==> src/rtl/ahb3lite_slave_port_arbiter.sv <==
// Slave-side AHB-Lite arbiter: picks one master by static priority, breaks ties
// round-robin, and holds the grant across bursts, locked sequences and wait states.
module ahb3lite_slave_port_arbiter #(
  parameter int MASTERS = 3,
  parameter int PRIO_W  = $clog2(MASTERS),
  localparam int IDX_W  = $clog2(MASTERS)
) (
  input  logic                      HCLK,
  input  logic                      HRESETn,
  input  logic [MASTERS-1:0]        req,
  input  logic [MASTERS*PRIO_W-1:0] mst_priority,
  input  logic [1:0]                HTRANS,
  input  logic                      HMASTLOCK,
  input  logic                      HREADY,
  output logic [MASTERS-1:0]        gnt,
  output logic [IDX_W-1:0]          gnt_idx,
  output logic                      gnt_valid
);

  localparam logic NO_GNT  = 1'b0;
  localparam logic GRANTED = 1'b1;

  localparam logic [1:0] HT_IDLE   = 2'b00;
  localparam logic [1:0] HT_NONSEQ = 2'b10;

  logic               state;
  logic [PRIO_W-1:0]  max_prio;
  logic [MASTERS-1:0] cand;
  logic [IDX_W-1:0]   win_idx;
  logic               win_found;
  logic               arb_point;

  // SEQ/BUSY or a held lock keep the current owner; NO_GNT always re-arbitrates.
  assign arb_point = HREADY &&
                     (state == NO_GNT ||
                      (!HMASTLOCK && (HTRANS == HT_IDLE || HTRANS == HT_NONSEQ)));

  always_comb begin
    max_prio = '0;
    for (int m = 0; m < MASTERS; m++)
      if (req[m] && mst_priority[m*PRIO_W +: PRIO_W] > max_prio)
        max_prio = mst_priority[m*PRIO_W +: PRIO_W];
  end

  generate
    for (genvar m = 0; m < MASTERS; m++) begin : g_cand
      assign cand[m] = req[m] && (mst_priority[m*PRIO_W +: PRIO_W] == max_prio);
    end
  endgenerate

  // Search starts just past the last owner, so the owner itself is visited last.
  always_comb begin
    int j;
    win_found = 1'b0;
    win_idx   = gnt_idx;
    for (int k = 1; k <= MASTERS; k++) begin
      j = int'(gnt_idx) + k;
      if (j >= MASTERS) j = j - MASTERS;
      if (!win_found && cand[j]) begin
        win_found = 1'b1;
        win_idx   = IDX_W'(j);
      end
    end
  end

  always_ff @(posedge HCLK or negedge HRESETn) begin
    if (!HRESETn) begin
      state   <= NO_GNT;
      gnt     <= '0;
      gnt_idx <= IDX_W'(MASTERS - 1);
    end else if (arb_point) begin
      if (win_found) begin
        state   <= GRANTED;
        gnt     <= {{(MASTERS-1){1'b0}}, 1'b1} << win_idx;
        gnt_idx <= win_idx;
      end else begin
        state <= NO_GNT;
        gnt   <= '0;
      end
    end
  end

  assign gnt_valid = (state == GRANTED);

endmodule

==> config.mk <==
export PLATFORM = sky130hd
export DESIGN_NAME = ahb3lite_slave_port_arbiter
export DESIGN_NICKNAME = d
export VERILOG_FILES = /design/src/rtl/ahb3lite_slave_port_arbiter.sv
export SDC_FILE = /design/constraint.sdc
export NUM_CORES = 1
export LEC_CHECK = 0
export BUFFER_PORTS_ARGS = -buffer_cell sky130_fd_sc_hd__clkbuf_2
export CAP_MARGIN = 10
export CORE_MARGIN = 1.5
export CORE_UTILIZATION = 55
export CTS_BUF_LIST = sky130_fd_sc_hd__clkbuf_2 sky130_fd_sc_hd__clkbuf_4 sky130_fd_sc_hd__clkbuf_8
export DETAILED_ROUTE_END_ITERATION = 16
export PLACE_DENSITY = 0.81
export SYNTH_ARGS = -nofsm -noshare
export SYNTH_HDL_FRONTEND = slang
export SYNTH_SLANG_ARGS = --single-unit
==> constraint.sdc <==
create_clock -name HCLK -period 2.42 [get_ports HCLK]
set_input_delay 0.484 -clock HCLK [delete_from_list [all_inputs] [get_ports HCLK]]
set_output_delay 0.484 -clock HCLK [all_outputs]
set_load 0.02 [all_outputs]
==> results of run 1 <==
timing repair:
item | CTS
pin swaps | 15
setup buffers | 5
endpoints found under the setup margin | 6
resized for setup | 14
hold endpoints to repair | 0
stage by stage:
stage	setup TNS, ps	setup WS [ps]
4_1_cts	-4420	-787
3_3_place_gp	-6150	-1070
2_1_floorplan	-3760	-692
3_5_place_dp	-6750	-1160
Yosys cell counts (2+ instances only):
| cell type | count | area [um2] |
|---|---|---|
| nor2b_1 | 2 | 12.5 |
| o311ai_1 | 3 | 26.3 |
| nand3_1 | 2 | 10.0 |
| a21oi_1 | 5 | 25.0 |
| xor2_1 | 2 | 17.5 |
| inv_1 | 9 | 33.8 |
| ha_1 | 7 | 87.6 |
| a21o_1 | 3 | 22.5 |
| a31oi_1 | 3 | 18.8 |
| o21ai_0 | 3 | 15.0 |
| nand4_1 | 2 | 12.5 |
| dfrtp_1 | 5 | 125 |
| nor2_1 | 6 | 22.5 |
| o21ai_2 | 4 | 35.0 |
| a211oi_1 | 3 | 22.5 |
| nand2_1 | 11 | 41.3 |
| a211oi_2 | 2 | 25.0 |
| xnor2_1 | 2 | 17.5 |
| mux2i_1 | 2 | 20.0 |
| o211ai_1 | 2 | 15.0 |
logic make-up after synthesis:
logic type               Yosys count  synth area share [%]
flip-flops                         6                  16.8
XOR/XNOR                           4                  3.89
buffers and inverters             10                  4.30
adder cells (fa/ha/maj)            7                  9.72
multiplexers                       4                  6.39
AO/OA/AOI/OAI                     44                  44.0
AND/OR/NAND/NOR                   27                  14.9
==> impl_results.md, run 1 <==
* Placed instance count at 160
* Largest net degree at the start of global routing at 11
* Register area share after synthesis at between 10% and 20%
* Synth cell types at 44
* Worst setup endpoint GRT: gnt_valid$_DFFE_PN0P_/D
* Fail Step: global routing (5_1_grt)
* Num CTS Buffers at 3
* Number of port buffers at 19
* Worst End Pin Type: register data pin
* Row count at 14
* Post-Syn Instances at a little over 100
* Clk root buf: clkbuf_4
* Synth Flop Type: dfrtp_1
* Synthesized area per cell at roughly 8.8 um2
* Tool error: [ERROR DPL-0038] Utilization greater than 100%, impossible to legalize
* Netlist Area Pre-Place at around 900 um2
* Initial Utilization at about three fifths
* CTS Sinks at 6
* Cts hold-fix bufs at 0
* Htree depth at 1
* Synth warnings at 0
* I/O pins at 21
* Clock Path Buffers at 2
* Ys async rst share at 100%
* Flops & latches, synth at 6
* Die Y at about 43 um
* Status: did not finish
* Die Wd at 43.5 um
* Placer Congestion at around 0.91
* Final HPWL DP at around 2.3 mm
* Placed cell area at approximately 1300 um2
* Syn_nets at roughly 120
* Post-synth EDFFs at 0
==> inputs of run 2 (changes only) <==
- CORE_AREA: default -> 2 2 63 65
- CORE_MARGIN: 1.5 -> default
- CORE_UTILIZATION: 55 -> default
- CTS_BUF_LIST: sky130_fd_sc_hd__clkbuf_2 sky130_fd_sc_hd__clkbuf_4 sky130_fd_sc_hd__clkbuf_8 -> default
- DIE_AREA: default -> 0 0 65 67
- PLACE_DENSITY: 0.81 -> default
- PLACE_DENSITY_LB_ADDON: default -> 0.15
==> run 2 against run 1 <==
  * Synthesized cell count stayed put
  * Synthesized area stayed put
  * The flow now finishes, with violations (setup timing)
==> impl_results.md, run 2 <==
* Diodes inserted at 0
* Mux contribution to synthesized area at 6.39% (unchanged)
* Final cell count without fillers at approximately 200
* Area Growth Syn to Fin at 76.2%
* Number of port buffers at 19 (unchanged)
* Grt ovf at 0
* Status: finished with violations
* Most flop-heavy register: gnt
* I/O pins at 21 (unchanged)
* Combinational Power Share at a little over two thirds
* Layout fillers at 350
* Post-synth EDFFs at 0 (unchanged)
* Top delay family on crit path: compound AO/OA/AOI/OAI gates
* Critical-path cell list: clkbuf_16, nand2_8, ha_4, nor2b_4, o211a_4, a31oi_4, ha_4, nor2b_4, o21ai_4, mux2i_2, a211oi_4, and2b_1, a211oi_2, a211oi_2, a21o_1
* Clk root buf: clkbuf_8
* Area leader, netlist: dfrtp_1
* Synth warnings at 0 (unchanged)
* Simple-Gate Fraction of Synth Area at 14.9% (unchanged)
* Cell area power density at around 760 nW/um2
* WL final at 2.78 mm
* Later-pin clock latency in the skew report at around 230 ps
* Synth Area in Compound Gates at 44.0% (unchanged)
* Cts hold-fix bufs at 0 (unchanged)
* Ys async rst share at 100% (unchanged)
* Final Hold Fails at 0
* Register area share after synthesis at 16.8% (unchanged)
* Final Max Tran Viols at 0
* DR iter-0 viols at 40
* Placed instance count at 191 (+19%)
* Final worst slack at -683 ps
* Clock Path Buffers at 2 (unchanged)
* Placed cell area at 1360 um2 (+2.4%)
* Crit start category: input pin
* Vias in the first global route at ~1000
* Max reg flops at 3
* Gr usage total at between 10% and 20%
* Clk_skew at 6.60 ps
* Initial Utilization at 25.0% (-34 points)
* Internal power at about 630 uW
* Critical Path Slowest Stage Cell: mux2i_2
* Synth cell types at 44 (unchanged)
* Post-route ant nets at 0
* Post-Synth Adder-Cell Area at 9.72% (unchanged)
* Num CTS Buffers at 3 (unchanged)
* TritonCTS clock tree: built
* Htree depth at 1 (unchanged)
* Die Wd at 65 um (+50%)
* RSZ-0062 raised after global routing: true
* Top post-synthesis cells by area: dfrtp_1, ha_1, nand2_1, o21ai_2, inv_1
* Row count at 22 (+8)
* Syn_nets at 124 (unchanged)
* Routed wire per std cell at 13.6 um
* Net Sw Frac at between 40 and 50%
* Worst slew pin tran at approximately 440 ps
* Reg2reg start: gnt_idx[0]
* Initial antenna violation count at 0
* Crit end category: flop
* Cell count along the critical path at 15
* Count leader, synth: nand2_1
* Final #Nets at between 150 and 200
* Core Area at 3610 um2
* First-pass GRT wire length at 4.64 mm
* Share of cells above drive strength 1 at around 57%
* FF-to-FF End: gnt_valid
* Sw power at just under 600 uW
* CTS Sinks at 6 (unchanged)
* DR vias/cell at 4.92
* Failing checks: setup timing
* DRT Pass-1 Iters at 4
* Via Count at around 1000
* Final HPWL DP at 2.16 mm (-5.5%)
* Hold Path Class: input pin to async pin
* CP max stage delay at roughly 310 ps
* Critical path arrival at 3210 ps
* Fin crit period at approximately 3100 ps
* Final Cycle Share at 128%
* Max_slew headroom at a little over two thirds
* Largest net degree at the start of global routing at 11
* Final Setup Violations at 6
* Final Instance Area at 1590 um2
* Synthesized area per cell at 8.83 um2 (unchanged)
* Critical path class: input pin to flop
* Critical path peak fanout at 5
* Flops & latches, synth at 6 (unchanged)
* Clock power share at 13.0%
* Most common cell after layout, fill and taps aside: buf_4
* Worst R2R Setup Slack at 370 ps
* Die Y at 67 um (+54%)
* Clock-pin slew on the worst setup and hold paths at about 40 ps
* Max Cap Viol at 0
* Placer Congestion at 0.880 (-2.8%)
* Commonest cells post-synth: nand2_1, inv_1, ha_1, nor2_1
* Worst vdd ir at 440 uV
* Post-Synth XOR/XNOR Area at 3.89% (unchanged)
* Worst EP required at about 2500 ps
* Max Clk Rate at about 0.32 GHz
* Reg2reg path depth at 8
* Synth Flop Type: dfrtp_1
* Crit path buf inv count at 1
* Largest family of logic cells by synthesized area: compound AO/OA/AOI/OAI gates
* Leak pwr at a little under 0.7 nW
* Netlist Area Pre-Place at 901 um2 (unchanged)
* Area share of the largest cell type after synthesis at 13.9% (unchanged)
* Reg power frac at between 10% and 20%
* Most frequent cells in the layout: buf_4, clkbuf_2, nand2_1
* DRC viols at 0
* Post-Syn Instances at 102 (unchanged)
* DIE AREA at 4360 um2
run 2: cell counts after synthesis:
Identical to the previous run, type by type.
run 2: per-stage QoR:
step                utilization, %  TNS (ps)  power (mW)  hold slack (ps)  setup slack [ps]
floorplan                        -     -3760       0.757              188              -692
global placement              37.8     -5980       0.990              314             -1030
detailed placement            37.8     -6120       0.974              319             -1080
CTS                           43.0     -3810        1.20             77.1              -681
global route                  44.0     -4690        1.31             81.3              -823
finish                        44.0     -3790        1.21             76.9              -683
run 2: metal layers:
metal	global-route usage, %	vias up	part of all wire (%)
li1	-	500	-
met1	16.1	471	44
met2	24.1	28	51
met3	3.21	4	3.6
met4	5.59	0	1.6
met5	0	-	0
run 2: worst max-delay path by stage:
stage	to	startpoint	slack [ps]
2_1_floorplan	gnt[2]	req[0]	-690
3_3_place_gp	gnt[2]	req[0]	-1030
3_5_place_dp	gnt[2]	req[0]	-1080
4_1_cts	gnt_valid	req[0]	-680
5_1_grt	gnt_valid	req[0]	-820
6_report	gnt_valid	req[0]	-680
run 2: repair_timing:
action | in CTS | in global routing
buffers inserted | 6 | 3
gates cloned | 1 | 0
endpoints found under the setup margin | 6 | 6
resized for setup | 17 | 5
pin swaps | 11 | 2
run 2: power by group through the flow:
stage / combinational, mW / sequential (mW) / clock (mW)
floorplan: 0.505 / 0.252 / 0
global placement: 0.790 / 0.200 / 0
global route: 0.935 / 0.207 / 0.168
CTS: 0.837 / 0.196 / 0.163
finish: 0.859 / 0.195 / 0.158
detailed placement: 0.776 / 0.197 / 0
run 2: cell type report:
class	count	area [um2]	area share [%]
Sequential cell	6	151	9.54
Timing Repair Buffer	50	363	22.9
Clock buffer	4	45.0	2.84
Tap cell	48	60.1	3.78
Multi-Input combinational cell	87	930	58.6
Inverter	9	38.8	2.44
run 2: logic make-up after synthesis:
family                     after synthesis
DFF                                      6
buffers and inverters                   10
adders and majority gates                7
muxes                                    4
AOI/OAI and AO/OA                       44
xor gates and xnor gates                 4
and+or+nand+nor                         27
Power figures use the tool's default switching activity.
